## config.mk

```make
export PLATFORM = sky130hd
export DESIGN_NAME = aurora_tx_arbiter
export DESIGN_NICKNAME = d
export VERILOG_FILES = /design/src/rtl/aurora_rtds_pkg.sv /design/src/rtl/aurora_tx_arbiter.sv
export SDC_FILE = /design/constraint.sdc
export NUM_CORES = 1
export LEC_CHECK = 0
export ABC_AREA = 0
export CORE_MARGIN = 4
export CORE_UTILIZATION = 43
export CTS_CLUSTER_DIAMETER = 100
export DETAILED_ROUTE_END_ITERATION = 12
export PLACE_DENSITY = 0.85
export SYNTH_ARGS = -nofsm -noshare
export SYNTH_HDL_FRONTEND = slang
export SYNTH_SLANG_ARGS = --single-unit
```

## constraint.sdc

```tcl
create_clock -name user_clk -period 3.3 [get_ports user_clk]
set_input_delay 0.495 -clock user_clk [delete_from_list [all_inputs] [get_ports user_clk]]
set_output_delay 0.495 -clock user_clk [all_outputs]
set_load 0.01 [all_outputs]
```

## src/rtl/aurora_rtds_pkg.sv

```systemverilog
// Shared definitions for the Aurora TX arbiter: FSM state encoding and default widths.
package aurora_rtds_pkg;

    localparam int unsigned DEFAULT_DATA_WIDTH = 32;

    typedef enum logic [2:0] {
        S_ARB_IDLE   = 3'd0,
        S_ARB_GRANT0 = 3'd1,
        S_ARB_GRANT1 = 3'd2,
        S_ARB_DROP0  = 3'd3,
        S_ARB_DROP1  = 3'd4
    } arb_state_t;

endpackage

```

## src/rtl/aurora_tx_arbiter.sv

```systemverilog
// Frame-atomic round-robin arbiter sharing the Aurora TX AXI-Stream port between two sources.
// Frames longer than MAX_WORDS are cut with a forced tlast and the remainder is swallowed.
module aurora_tx_arbiter
    import aurora_rtds_pkg::*;
#(
    parameter int unsigned DATA_WIDTH = DEFAULT_DATA_WIDTH,
    parameter int unsigned MAX_WORDS  = 64,
    parameter int unsigned CNT_WIDTH  = 16
) (
    input  logic                  user_clk,
    input  logic                  sys_reset_n,
    input  logic                  channel_up,
    input  logic                  s0_axis_tvalid,
    input  logic [DATA_WIDTH-1:0] s0_axis_tdata,
    input  logic                  s0_axis_tlast,
    output logic                  s0_axis_tready,
    input  logic                  s1_axis_tvalid,
    input  logic [DATA_WIDTH-1:0] s1_axis_tdata,
    input  logic                  s1_axis_tlast,
    output logic                  s1_axis_tready,
    output logic                  m_axis_tvalid,
    output logic [DATA_WIDTH-1:0] m_axis_tdata,
    output logic                  m_axis_tlast,
    input  logic                  m_axis_tready,
    output logic [CNT_WIDTH-1:0]  frame_cnt0,
    output logic [CNT_WIDTH-1:0]  frame_cnt1,
    output logic                  err_len
);

    localparam int unsigned WC_WIDTH = $clog2(MAX_WORDS) + 1;
    localparam logic [WC_WIDTH-1:0] WC_LAST = WC_WIDTH'(MAX_WORDS - 1);

    arb_state_t           r_state;
    arb_state_t           w_state_next;
    logic                 r_last_grant;
    logic [WC_WIDTH-1:0]  r_word_cnt;
    logic [CNT_WIDTH-1:0] r_frame_cnt0;
    logic [CNT_WIDTH-1:0] r_frame_cnt1;
    logic                 r_err_len;

    logic w_sel1;
    logic w_granted;
    logic w_dropping;
    logic w_src_tvalid;
    logic w_src_tlast;
    logic w_at_limit;
    logic w_beat;
    logic w_drop_beat;
    logic w_frame_end;
    logic w_trunc;

    // Per-cycle view of the currently owned source and the events it produces.
    always_comb begin
        w_sel1       = (r_state == S_ARB_GRANT1) || (r_state == S_ARB_DROP1);
        w_granted    = (r_state == S_ARB_GRANT0) || (r_state == S_ARB_GRANT1);
        w_dropping   = (r_state == S_ARB_DROP0) || (r_state == S_ARB_DROP1);
        w_src_tvalid = w_sel1 ? s1_axis_tvalid : s0_axis_tvalid;
        w_src_tlast  = w_sel1 ? s1_axis_tlast : s0_axis_tlast;
        w_at_limit   = (r_word_cnt == WC_LAST);
        w_beat       = w_granted && w_src_tvalid && m_axis_tready;
        // Drop states hold tready high, so every valid input beat is consumed.
        w_drop_beat  = w_dropping && w_src_tvalid;
        w_frame_end  = w_beat && (w_src_tlast || w_at_limit);
        w_trunc      = w_beat && w_at_limit && !w_src_tlast;
    end

    // State register.
    always_ff @(posedge user_clk) begin
        if (!sys_reset_n) begin
            r_state <= S_ARB_IDLE;
        end else begin
            r_state <= w_state_next;
        end
    end

    // Next-state: round-robin pick in IDLE, frame end / truncation while granted.
    always_comb begin
        w_state_next = r_state;
        unique case (r_state)
            S_ARB_IDLE: begin
                if (channel_up && (s0_axis_tvalid || s1_axis_tvalid)) begin
                    // last_grant==1 means source 0 is next in line on contention.
                    if (s0_axis_tvalid && (!s1_axis_tvalid || r_last_grant)) begin
                        w_state_next = S_ARB_GRANT0;
                    end else begin
                        w_state_next = S_ARB_GRANT1;
                    end
                end
            end
            S_ARB_GRANT0: begin
                if (w_beat) begin
                    if (s0_axis_tlast) begin
                        w_state_next = S_ARB_IDLE;
                    end else if (w_at_limit) begin
                        w_state_next = S_ARB_DROP0;
                    end
                end
            end
            S_ARB_GRANT1: begin
                if (w_beat) begin
                    if (s1_axis_tlast) begin
                        w_state_next = S_ARB_IDLE;
                    end else if (w_at_limit) begin
                        w_state_next = S_ARB_DROP1;
                    end
                end
            end
            S_ARB_DROP0: begin
                if (w_drop_beat && s0_axis_tlast) begin
                    w_state_next = S_ARB_IDLE;
                end
            end
            S_ARB_DROP1: begin
                if (w_drop_beat && s1_axis_tlast) begin
                    w_state_next = S_ARB_IDLE;
                end
            end
            default: w_state_next = S_ARB_IDLE;
        endcase
    end

    // Outputs: combinational passthrough of the granted source, sink-only while dropping.
    always_comb begin
        s0_axis_tready = 1'b0;
        s1_axis_tready = 1'b0;
        m_axis_tvalid  = 1'b0;
        m_axis_tdata   = '0;
        m_axis_tlast   = 1'b0;
        unique case (r_state)
            S_ARB_GRANT0: begin
                m_axis_tvalid  = s0_axis_tvalid;
                m_axis_tdata   = s0_axis_tdata;
                m_axis_tlast   = s0_axis_tlast || w_at_limit;
                s0_axis_tready = m_axis_tready;
            end
            S_ARB_GRANT1: begin
                m_axis_tvalid  = s1_axis_tvalid;
                m_axis_tdata   = s1_axis_tdata;
                m_axis_tlast   = s1_axis_tlast || w_at_limit;
                s1_axis_tready = m_axis_tready;
            end
            S_ARB_DROP0: s0_axis_tready = 1'b1;
            S_ARB_DROP1: s1_axis_tready = 1'b1;
            default: ;
        endcase
    end

    // Word counter, per-source frame counters, sticky length error and round-robin pointer.
    always_ff @(posedge user_clk) begin
        if (!sys_reset_n) begin
            r_last_grant <= 1'b1;
            r_word_cnt   <= '0;
            r_frame_cnt0 <= '0;
            r_frame_cnt1 <= '0;
            r_err_len    <= 1'b0;
        end else begin
            if (w_beat) begin
                r_word_cnt <= w_frame_end ? '0 : r_word_cnt + WC_WIDTH'(1);
            end
            // A truncated frame counts as completed when its forced tlast goes out.
            if (w_frame_end) begin
                if (w_sel1) begin
                    r_frame_cnt1 <= r_frame_cnt1 + CNT_WIDTH'(1);
                end else begin
                    r_frame_cnt0 <= r_frame_cnt0 + CNT_WIDTH'(1);
                end
            end
            if (w_trunc) begin
                r_err_len <= 1'b1;
            end
            // Ownership passes only once the source's real tlast has been consumed.
            if ((w_beat || w_drop_beat) && w_src_tlast) begin
                r_last_grant <= w_sel1;
            end
        end
    end

    assign frame_cnt0 = r_frame_cnt0;
    assign frame_cnt1 = r_frame_cnt1;
    assign err_len    = r_err_len;

endmodule

```

==> flow_summary.ini <==
[finish]
regArea_um2 = 881
syn_to_final_growth_pct = 58.5
multi_input_area_mm2 = 0.00165
drive_gt1_frac = 0.0464
fillCellCount = 488
diodes = 0
nets = 527

[outcome]
status = finished, final reports clean

[clocking]
htreeDepth = 2
cts.clk_slew.worst_paths_ns = 0.08
clock_sinks = 44
insertion_delay_ns = 0.30
post_cts_buffers = 0
cts_buffers = 5
cts_tree = yes
cts-resized-gates = 0
cts_hold_buffers = 0
clockBufferDepth = 2
cts_root_buf = clkbuf_8

[timing]
fin_crit_ns = 2.86
tightest_slew_ns = 1.01
fin_crit_sh = 0.865
maxSlewViolCount = 0
setup_violations = 0
fin_ws_ns = 0.445
tns_ns = 0
max_freq_ghz = 0.350
hold_viol = 0
rsz0062_at_grt = no
slew_headroom = 0.324
finalClockSkew_ns = 0.00807

[detailed_routing]
wire_per_inst_um = 16.0
vias = 2960
via_per_inst = 5.61
drtPass1Iterations = 4
drc_errors = 0
drt_wl_total_um = 8440
drtIter0Drc = 241
ant_nets = 0

[flow_run]
maxCapViolCount = 0

[logic_synthesis]
ys_seq_area_frac = 0.334
ys.flop_type = dfxtp_1
avgSynthCellArea_um2 = 8.26
synth_edf_count = 0
syn-num-nets = 394
synth_cells = 319
ys_async_sr_fraction = 0
synth_area_mm2 = 0.00263
yosys_warnings = 0
yosys.cell_types.count = 45
ys_ff_latch = 44

[setup_path]
path_class = reg -> out
crit_required_ns = 2.80
r2r_start = r_state[1]
crit_start = r_state[1]
arrival_ns = 2.36
crit_fanout = 33
critPathCaptureType = primary output
critPathLaunchType = flop

[pwr]
total_power_mw = 2.13
power_density_mw_per_mm2 = 511
p_leak_nw = 1.47
peakVddDrop_uv = 331

[floorplan]
coreArea_mm2 = 0.00592
rows = 28
initial_utilization = 0.445
fp.dieArea_mm2 = 0.00744
die_w_um = 86.3
die_y_um = 86.3
ios = 141

[placed_design]
globalplace.congestion = 0.796
post-place-ws_ns = 0.740
portBuffers = 140
dpl.hpwl_um = 6440

[grt]
track_usage = 0.216
first_global_vias = 2770
grt_pass1_wl_um = 13100
grt_max_degree = 35
gr-total-overflow = 0
antenna_found_initial = 0

[worst_hold_path]
worstHoldStart = r_word_cnt[6]
holdCritPathClass = reg -> reg
power by group:
part           leakage [nW]  switching, mW  total, mW  internal, mW
Sequential            0.355         0.0417      0.589         0.548
Clock                0.0510          0.182      0.349         0.167
Combinational          1.07          0.543       1.20         0.652
Total                  1.47          0.767       2.13          1.37
sequential cells by signal (all words and copies together) (netlist names):
register / cells
err_len: 1
frame_cnt0: 16
frame_cnt1: 16
r_last_grant: 1
r_state: 3
r_word_cnt: 7
synth_stat cells, types with 4 or more instances:
library cell  instances  area, um2
o31ai_1              10       75.1
dfxtp_1              44        881
inv_1                 5       18.8
or4_1                11       82.6
xor2_1               17        149
nand3_1              20        100
nand3b_1              5       37.5
and3_1                9       56.3
a22o_1               33        289
o21ai_0               7       35.0
nand4_1              13       81.3
nor2_1               30        113
nor3b_1               4       30.0
a21oi_1              21        105
nor3_1                5       25.0
or3_1                 6       37.5
nand2_1              23       86.3
xnor2_1               4       35.0
clkbuf_1             14       52.6
final cells by class:
cell class | count | area share
Multi-Input combinational cell | 250 | 0.394
Timing Repair Buffer | 145 | 0.345
Sequential cell | 44 | 0.211
Tap cell | 75 | 0.0225
Clock buffer | 6 | 0.0198
Inverter | 6 | 0.00540
Clock inverter | 2 | 0.00240
placed cells by master (no fill, tap or decap), types with 4 or more instances in the layout:
cell / count
clkdlybuf4s50_1: 140
dfxtp_1: 44
a22o_1: 33
nor2_1: 30
nand2_1: 23
a21oi_1: 21
nand3_1: 20
xor2_1: 17
nand4_1: 13
or4_1: 11
o31ai_1: 10
and3_1: 9
o21ai_0: 7
or3_1: 6
clkbuf_8: 6
inv_1: 5
nand3b_1: 5
nor3_1: 5
buf_4: 5
xnor2_1: 4
cells by family (layout without fill, tap and decap cells):
logic type,count (synthesis),in the layout,share of synthesized area
AND/OR/NAND/NOR,141,141,0.299
adder cells (fa/ha/maj),3,3,0.0143
AO/OA/AOI/OAI,83,83,0.231
buffers and inverters,25,159,0.0428
XOR/XNOR,21,21,0.0698
flip-flops,44,44,0.334
multiplexers,2,2,0.00808
per-stage QoR:
| stage | instance area (um2) | cells | hold WS (ns) | utilization |
|---|---|---|---|---|
| 3_5_place_dp | 4080 | 520 | 0.427 | 0.689 |
| 6_report | 4170 | 528 | 0.438 | 0.705 |
| 4_1_cts | 4170 | 528 | 0.438 | 0.705 |
| 2_1_floorplan | 2630 | 319 | 0.407 | - |
| 5_1_grt | 4170 | 528 | 0.479 | 0.705 |
| 3_3_place_gp | 4080 | 520 | 0.413 | 0.689 |
path summary, 6_finish.rpt:
path | endpoint | slack [ns] | cells past startpoint
setup reg to reg | frame_cnt0[14] | 0.85 | 6
hold reg to reg | r_word_cnt[6] | 0.44 | 2
setup / recovery | m_axis_tdata[27] | 0.44 | 4
hold / removal | r_word_cnt[6] | 0.44 | 2
per-layer routing:
metal,GRT usage,vias to the layer above,routed length (um)
met3,0.0428,20,393
met1,0.276,1391,3580
li1,-,1463,-
met4,0.0864,0,192
met2,0.358,86,4270
met5,0,-,0
critical path: stages (launching register included):
cell,delay [ns]
dfxtp_1,0.70
nor3b_2,0.26
buf_4,0.34
a22o_1,0.18
clkdlybuf4s50_1,0.57
Power figures use the tool's default switching activity.
